**config.mk**
```make
export PLATFORM = sky130hd
export DESIGN_NAME = sinc_timing
export DESIGN_NICKNAME = d
export VERILOG_FILES = /design/src/rtl/sinc_timing_pkg.sv /design/src/rtl/sync_2ff.sv /design/src/rtl/sinc_timing.sv
export SDC_FILE = /design/constraint.sdc
export NUM_CORES = 1
export LEC_CHECK = 0
export ABC_AREA = 1
export BUFFER_PORTS_ARGS = -buffer_cell sky130_fd_sc_hd__buf_4
export CAP_MARGIN = 5
export CORE_MARGIN = 3
export CORE_UTILIZATION = 60
export DETAILED_ROUTE_END_ITERATION = 12
export PLACE_DENSITY = 0.85
export SYNTH_ARGS = -nofsm -noshare
export SYNTH_HDL_FRONTEND = slang
export SYNTH_SLANG_ARGS = --single-unit
```
**constraint.sdc**
```tcl
create_clock -name i_clk -period 6.6 [get_ports i_clk]
set_input_delay 0.33 -clock i_clk [delete_from_list [all_inputs] [get_ports i_clk]]
set_output_delay 0.33 -clock i_clk [all_outputs]
set_load 0.1 [all_outputs]
```
**src/rtl/sinc_timing_pkg.sv**
```systemverilog
// Shared types and defaults for the sinc_timing pulse timing stage.
package sinc_timing_pkg;

    typedef enum logic [1:0] {
        IDLE = 2'd0,
        RUN  = 2'd1,
        DONE = 2'd2
    } state_t;

    localparam int unsigned MIN_PERIOD_DEF = 2;

endpackage

```
**src/rtl/sync_2ff.sv**
```systemverilog
// Two-flop synchroniser for an asynchronous level, with a rising-edge pulse
// taken from the synchronised side.
module sync_2ff (
    input  logic clk,
    input  logic rst,
    input  logic d,
    output logic rise
);

    logic [2:0] sh;

    always_ff @(posedge clk or posedge rst) begin
        if (rst) sh <= '0;
        else     sh <= {sh[1:0], d};
    end

    assign rise = sh[1] & ~sh[2];

endmodule

```
**src/rtl/sinc_timing.sv**
```systemverilog
// Pulse timing stage: period counter and IDLE/RUN/DONE FSM producing sinc and gate.
// Define SINC_EXT_TRIG_EN to add the external trigger ports (i_trig_ext, i_sel_ext).
module sinc_timing
    import sinc_timing_pkg::*;
#(
    parameter int unsigned NB_REG     = 32,
    parameter int unsigned MIN_PERIOD = MIN_PERIOD_DEF
) (
    input  logic              i_clk,
    input  logic              i_rst,
    input  logic              i_enable,
    input  logic [NB_REG-1:0] i_periodo,
    input  logic [NB_REG-1:0] i_ancho,
    input  logic [NB_REG-1:0] i_npulsos,
`ifdef SINC_EXT_TRIG_EN
    input  logic              i_trig_ext,
    input  logic              i_sel_ext,
`endif
    output logic              o_sinc,
    output logic              o_gate,
    output logic              o_busy,
    output logic              o_done,
    output logic              o_err,
    output logic [NB_REG-1:0] o_pulse_cnt
);

    localparam logic [NB_REG-1:0] MIN_P = NB_REG'(MIN_PERIOD);
    localparam logic [NB_REG-1:0] ONE   = NB_REG'(1);

    state_t            state, state_nx;
    logic [NB_REG-1:0] cnt, cnt_nx;
    logic [NB_REG-1:0] p_reg, p_nx, w_reg, w_nx, n_reg, n_nx;
    logic [NB_REG-1:0] pcnt_nx, w_new;
    logic              sinc_nx, gate_nx, busy_nx, done_nx, err_nx;
    logic              per_ok, at_end, trig_ok;

`ifdef SINC_EXT_TRIG_EN
    logic trig_rise, overrun, overrun_nx;

    sync_2ff u_sync (
        .clk  (i_clk),
        .rst  (i_rst),
        .d    (i_trig_ext),
        .rise (trig_rise)
    );

    assign trig_ok = ~i_sel_ext | trig_rise;
`else
    assign trig_ok = 1'b1;
`endif

    assign per_ok = (i_periodo >= MIN_P);
    assign at_end = (cnt == p_reg - ONE);
    // Gate is clamped to P-1 so the last cycle of every period is always gate-low
    assign w_new  = (i_ancho > i_periodo - ONE) ? i_periodo - ONE : i_ancho;

    always_comb begin
        state_nx = state;
        cnt_nx   = cnt;
        p_nx     = p_reg;
        w_nx     = w_reg;
        n_nx     = n_reg;
        pcnt_nx  = o_pulse_cnt;
        sinc_nx  = 1'b0;
        gate_nx  = 1'b0;
        busy_nx  = 1'b0;
        done_nx  = 1'b0;
        err_nx   = i_enable & ~per_ok;
`ifdef SINC_EXT_TRIG_EN
        overrun_nx = overrun;
`endif
        case (state)
            IDLE: begin
                if (i_enable && per_ok && trig_ok) begin
                    state_nx = RUN;
                    cnt_nx   = '0;
                    p_nx     = i_periodo;
                    w_nx     = w_new;
                    n_nx     = i_npulsos;
                    pcnt_nx  = ONE;
                    sinc_nx  = 1'b1;
                    gate_nx  = (w_new != '0);
                    busy_nx  = 1'b1;
`ifdef SINC_EXT_TRIG_EN
                    overrun_nx = 1'b0;
`endif
                end
            end
            RUN: begin
                busy_nx = 1'b1;
                if (!at_end) begin
                    cnt_nx  = cnt + ONE;
                    gate_nx = (cnt + ONE < w_reg);
                end else if (!i_enable) begin
                    state_nx = IDLE;
                    busy_nx  = 1'b0;
                end else if (n_reg != '0 && o_pulse_cnt == n_reg) begin
                    state_nx = DONE;
                    busy_nx  = 1'b0;
                    done_nx  = 1'b1;
                end else if (!per_ok) begin
                    state_nx = IDLE;
                    busy_nx  = 1'b0;
                end else if (trig_ok) begin
                    cnt_nx  = '0;
                    p_nx    = i_periodo;
                    w_nx    = w_new;
                    n_nx    = i_npulsos;
                    pcnt_nx = o_pulse_cnt + ONE;
                    sinc_nx = 1'b1;
                    gate_nx = (w_new != '0);
                end
`ifdef SINC_EXT_TRIG_EN
                if (i_sel_ext && trig_rise && !at_end)
                    overrun_nx = 1'b1;
`endif
            end
            DONE: begin
                if (!i_enable) state_nx = IDLE;
                else           done_nx  = 1'b1;
            end
            default: state_nx = IDLE;
        endcase
`ifdef SINC_EXT_TRIG_EN
        err_nx = err_nx | overrun_nx;
`endif
    end

    always_ff @(posedge i_clk or posedge i_rst) begin
        if (i_rst) begin
            state       <= IDLE;
            cnt         <= '0;
            p_reg       <= '0;
            w_reg       <= '0;
            n_reg       <= '0;
            o_sinc      <= 1'b0;
            o_gate      <= 1'b0;
            o_busy      <= 1'b0;
            o_done      <= 1'b0;
            o_err       <= 1'b0;
            o_pulse_cnt <= '0;
        end else begin
            state       <= state_nx;
            cnt         <= cnt_nx;
            p_reg       <= p_nx;
            w_reg       <= w_nx;
            n_reg       <= n_nx;
            o_sinc      <= sinc_nx;
            o_gate      <= gate_nx;
            o_busy      <= busy_nx;
            o_done      <= done_nx;
            o_err       <= err_nx;
            o_pulse_cnt <= pcnt_nx;
        end
    end

`ifdef SINC_EXT_TRIG_EN
    always_ff @(posedge i_clk or posedge i_rst) begin
        if (i_rst) overrun <= 1'b0;
        else       overrun <= overrun_nx;
    end
`endif

endmodule

```
# [Yosys cells after proc, flatten, opt, wreduce, memory -nomap -nowiden]
# Index checks and enable logic that the tools add are counted.
[op_classes] add_sub_neg=4 n_lt_le_gt_ge=3 n_eq_ne=14 muxes=57 bitwise_logic=2 n_reduce_logical=9
[ops] op="32-bit two-way mux" count=26
[ops] op="32-bit case mux with 2 select lines" count=5
[ops] op="32-bit by 1-bit adder with 32-bit output, second input constant" count=2
[ops] op="32-bit == test" count=2
[ops] op="32-bit nonzero test" count=2
[ops] op="32-bit by 1-bit subtractor with 32-bit output, second input constant" count=2
[ops] op="32-bit by 2-bit >= comparator with 1-bit output, second input constant" count=1
[ops] op="32-bit greater-than comparator" count=1
[ops] op="32-bit less-than comparator" count=1
[ops] op="1-bit two-way mux" count=15
[ops] op="2-bit two-way mux" count=6
[ops] op="2-bit inequality test, second input constant" count=6
[ops] op="3-bit inequality test, second input constant" count=3
[ops] op="1-bit case mux with 2 select lines" count=4
[ops] op="2-bit case mux with 3 select lines" count=1
[ops] op="6-bit AND reduction" count=1
[ops] op="5-bit AND reduction" count=1
[ops] op="4-bit inequality test, second input constant" count=1
[ops] op="4-bit AND reduction" count=1
[ops] op="2-bit by 1-bit == test with 1-bit output, second input constant" count=1
[ops] op="2-bit == test, second input constant" count=1
[ops] op="1-bit logical AND" count=2
[ops] op="2-bit logical NOT" count=1
[ops] op="2-bit nonzero test" count=1
[ops] op="2 further kinds" count=2
[totals] regBits=167 input_bits=99 output_inout_bits=37 word_cells=100

# [Depth between registers and ports, before layout]
[logic_depth] depth_word=9 ltp_mapped=28 mapped_depth_nobuf=27

# [Worst setup path after synthesis]
# No wires, ideal clock.
[synth_path] path_type="input to register" start="in i_periodo[0]" end="reg o_gate" setup_time_ns=0.116 arrival_ns=3.400 required_ns=6.484 slack_ns=3.084 cell_stages=26 n_path_buf=1 path_cell_list="inv_1 ha_1 nand2_1 nor2_1 nand4_1 nor2_1 nand2_1 nand2_1 nand2_1 ha_1 nand2_1 nor2_1 nand2_1 nor4_1 nand3_1 nand2_1 clkbuf_1 nand2_1 nand2_1 nand2_1 nor2_1 nand2_1 nor2_1 nand2_1 nand2_1 nand2_1"
[synth_via] elab_chain_len=9 word_cells_on_any_way=12 classes_between="add/sub (1); order compare (2); mux (7); reduce/logical (2)"
[synth_rtl] item="start, declared" line_no="sinc_timing.sv:12" text="input logic [NB_REG-1:0] i_periodo,"
[synth_rtl] item="32-bit by 1-bit subtractor with 32-bit output" line_no="sinc_timing.sv:55" text="assign w_new = (i_ancho > i_periodo - ONE) ? i_periodo - ONE : i_ancho;"
[synth_rtl] item="32-bit greater-than comparator" line_no="sinc_timing.sv:55"
[synth_rtl] item="32-bit two-way mux" line_no="sinc_timing.sv:55"
[synth_rtl] item="32-bit nonzero test" line_no="sinc_timing.sv:82, sinc_timing.sv:111"
[synth_rtl] item="1-bit two-way mux" line_no="sinc_timing.sv:101" text="end else if (!per_ok) begin"
[synth_rtl] item="1-bit two-way mux" line_no="sinc_timing.sv:97" text="end else if (n_reg != '0 && o_pulse_cnt == n_reg) begin"
[synth_rtl] item="1-bit two-way mux" line_no="sinc_timing.sv:94" text="end else if (!i_enable) begin"
[synth_rtl] item="1-bit two-way mux" line_no="sinc_timing.sv:91" text="if (!at_end) begin"
[synth_rtl] item="1-bit case mux with 2 select lines *" line_no="sinc_timing.sv:72" text="case (state)"
[synth_rtl] item="named net gate_nx" line_no="sinc_timing.sv:34" text="logic sinc_nx, gate_nx, busy_nx, done_nx, err_nx;"
[synth_rtl] item="end signal, assigned" line_no="sinc_timing.sv:149" text="o_gate <= gate_nx;"
[synth_rtl] item="end, declared" line_no="sinc_timing.sv:20" text="output logic o_gate,"
# Mark *: on every way through the listed nets, which the timed path passes. The rest lies on a longest branch.
# A chain may end at the register's enable or synchronous reset.

# [Final worst setup path]
# Same ends and word-level chain as after synthesis.

==> results.txt <==
Layout cells sized above 1 -> 0.0981
Clock Sinks -> 167
Initial Util -> 0.617
Worst slew pin tran -> 1.07 ns
Port bufs -> 135
Post-synth top area share -> 0.308
Unique masters post-synth -> 46
CP max stage delay -> 0.65 ns
Clock network power share -> 0.191
DRT Pass-1 Iters -> 6
Worst Reg2Reg Path Length in Cells -> 17
Final WL -> 41800 um
Final TNS setup -> 0 ns
Placed insts -> 2338
Seq pwr share -> 0.328
Max Clk Rate -> 217 MHz
Met2 Use GR -> 0.493
Leakage power -> 7.89 nW
Vias in the first global route -> 12.6k
CP most frequent cell -> nand2_1
N_diodes -> 0
Internal power -> 2.61 mW
Sequential share of the synthesized area -> 0.308
Vias post-DR -> 13.8k
Setup WS pre-CTS -> 1.59 ns
Post_cts resized -> 0
Status -> complete, no violations
Die Area -> 0.0245 mm2
Crit share post-route -> 0.700
Area leader, netlist -> dfrtp_1
CTS root buffer -> clkbuf_16
Hold path cells -> 3
Final Cell Area -> 0.0151 mm2
Chip Height -> 156 um
Number of setup buffers added after CTS -> 0
PwrDens -> 338 mW/mm2
Final hold vios -> 0
Layout area overhead -> 11.5%
Cells after Synth -> 2001
Max-cap violation count -> 0
CP arrival -> 4.93 ns
Slew Limit Fails -> 0
Fin Clk Skew -> 0.0192 ns
Worst path depth -> 27
Hold-fix buffers, CTS -> 0
Die span in x -> 156 um
Flop and latch count out of synthesis -> 167
Worst Path Max Fanout -> 33
Min Hold Slack -> 0.108 ns
Buffers & Inverters on Critical Path -> 3
Slowest-stage cell, CP -> nand2_1
Max-slew headroom -> 0.284
Post-route DRC -> 0
Comb pwr share -> 0.481
Initial antenna violation count -> 0
Worst IR drop on VDD -> 0.000282 V
Synth Net Count -> 2171
Final min period -> 4.62 ns
Number of flops mapped to enable cells by yosys -> 0
Post-layout util -> 0.688
Placed cell area -> 0.0146 mm2
Initial DRC count -> 1586
GR Util met3 -> 0.0708
Final net count -> 2247
Synth cell count leaders -> nand2_1 (618), nor2_1 (232), nand3_1 (226), inv_1 (180), dfrtp_1 (167)
RSZ-0062 raised after global routing -> false
Placeable Area -> 0.0220 mm2
Row count -> 54
GR Util met1 -> 0.510
Post-Syn Area per Cell -> 6.79 um2
IO Count -> 136
Vias/cell -> 5.82
Net Sw Frac -> 0.490
Detail Route Antenna Nets -> 0
Reg2reg setup slack -> 2.11 ns
Most common cell in the netlist -> nand2_1
Element type at the critical path end -> flip-flop
Largest net degree at the start of global routing -> 105
CP startpoint kind -> primary input
Worst Setup Slack, final -> 1.98 ns
CTS H-tree lvls -> 4
Switching pwr -> 2.51 mW
Worst-skew pair later-pin latency -> 0.44 ns
WS Path Type -> primary input to flip-flop
DPL Wire Length -> 32200 um
Busiest grt layer -> met1
Top FF cell, synth -> dfrtp_1
Routed len/inst -> 17.6 um
Top cells by area, synth -> dfrtp_1 (31%), nand2_1 (17%), nand3_1 (8.3%)
GPL Wtd Cong -> 1.05
Post-Syn Area -> 0.0136 mm2
CP top delay family -> simple AND/OR/NAND/NOR gates
Grt total ovfl -> 0
Clock transition at the registers of the reported paths -> 0.08 ns
Ys async rst share -> 1.00
Total CTS buffers -> 17
Worst endpoint required time -> 6.92 ns
Worst Hold Class -> primary input to flip-flop
Final setup violation count -> 0
Clk buf depth -> 2
GRT Util Overall -> 0.339
Power consumption -> 5.12 mW
Non-filler cells, final -> 2370
Syn. warnings -> 0
Global-route wire length before repair -> 66200 um
CTS tree -> built
-- power by group through the flow --
stage          Combinational [mW]  Clock (mW)  Sequential [mW]
5_1_grt                      2.74        1.03             1.72
4_1_cts                      2.43       0.987             1.67
2_1_floorplan                1.86           0             1.69
6_report                     2.46       0.975             1.68
3_3_place_gp                 2.34           0             1.66
3_5_place_dp                 2.40           0             1.68
-- worst reg2reg max path, stage by stage, from the launching register on --
cell,delay [ns]
dfrtp_1,0.42
inv_1,0.13
ha_1,0.22
nand2_1,0.15
nor2_4,0.15
nand2_2,0.11
inv_2,0.07
nand2_2,0.07
xor2_1,0.18
nor3b_1,0.25
nand3_1,0.10
nor2_1,0.34
nand3_4,0.41
nand2_4,0.64
nand2_4,0.48
buf_4,0.45
nand2_1,0.13
nand2_1,0.07
-- final timing paths --
kind / startpoint / endpoint
worst max-delay path: i_periodo[0] / o_gate$_DFF_PP0_
worst min-delay path: i_npulsos[9] / n_reg[9]$_DFFE_PP0P_
worst max register to register: p_reg[0]$_DFFE_PP0P_ / w_reg[20]$_DFFE_PP0P_
worst min register to register: w_reg[6]$_DFFE_PP0P_ / w_reg[6]$_DFFE_PP0P_
max in group asynchronous: i_rst / o_sinc$_DFF_PP0_
min in group asynchronous: i_rst / w_reg[12]$_DFFE_PP0P_
-- layer usage --
| layer | vias up | part of all wire |
|---|---|---|
| li1 | 6573 | - |
| met5 | - | 0 |
| met4 | 0 | 0.025 |
| met3 | 85 | 0.10 |
| met1 | 6422 | 0.45 |
| met2 | 711 | 0.42 |
-- kinds of logic (layout without fill, tap and decap cells) --
group           count (synthesis)  in the layout  share of synthesized area
compound gates                 60             60                     0.0242
xor+xnor                      160            160                      0.104
fa+ha+maj                      71             71                     0.0654
buf+inv                       272            361                     0.0861
flops                         167            167                      0.308
simple gates                 1271           1271                      0.413
-- layout make-up --
| class | count | area [um2] |
|---|---|---|
| tap | 280 | 350 |
| timing repair buffer | 146 | 1100 |
| fill | 1915 | 6880 |
| multi-input combinational | 1562 | 8250 |
| sequential | 167 | 4180 |
| inverter | 183 | 692 |
| clock inverter | 15 | 151 |
| clock buffer | 17 | 425 |
-- cell usage in the layout, fill, tap and decap left out, drive strengths merged, types with 15 or more instances in the layout --
cell type	Yosys	final
a21oi	34	34
buf	39	146
clkbuf	50	17
dfrtp	167	167
ha	71	71
inv	181	191
nand2	624	624
nand3	227	227
nand3b	35	35
nand4	67	67
nor2	238	238
nor3	32	32
nor4	25	25
o21ai	15	15
xnor2	51	51
xor2	109	109
(Power assumes the default switching activity.)
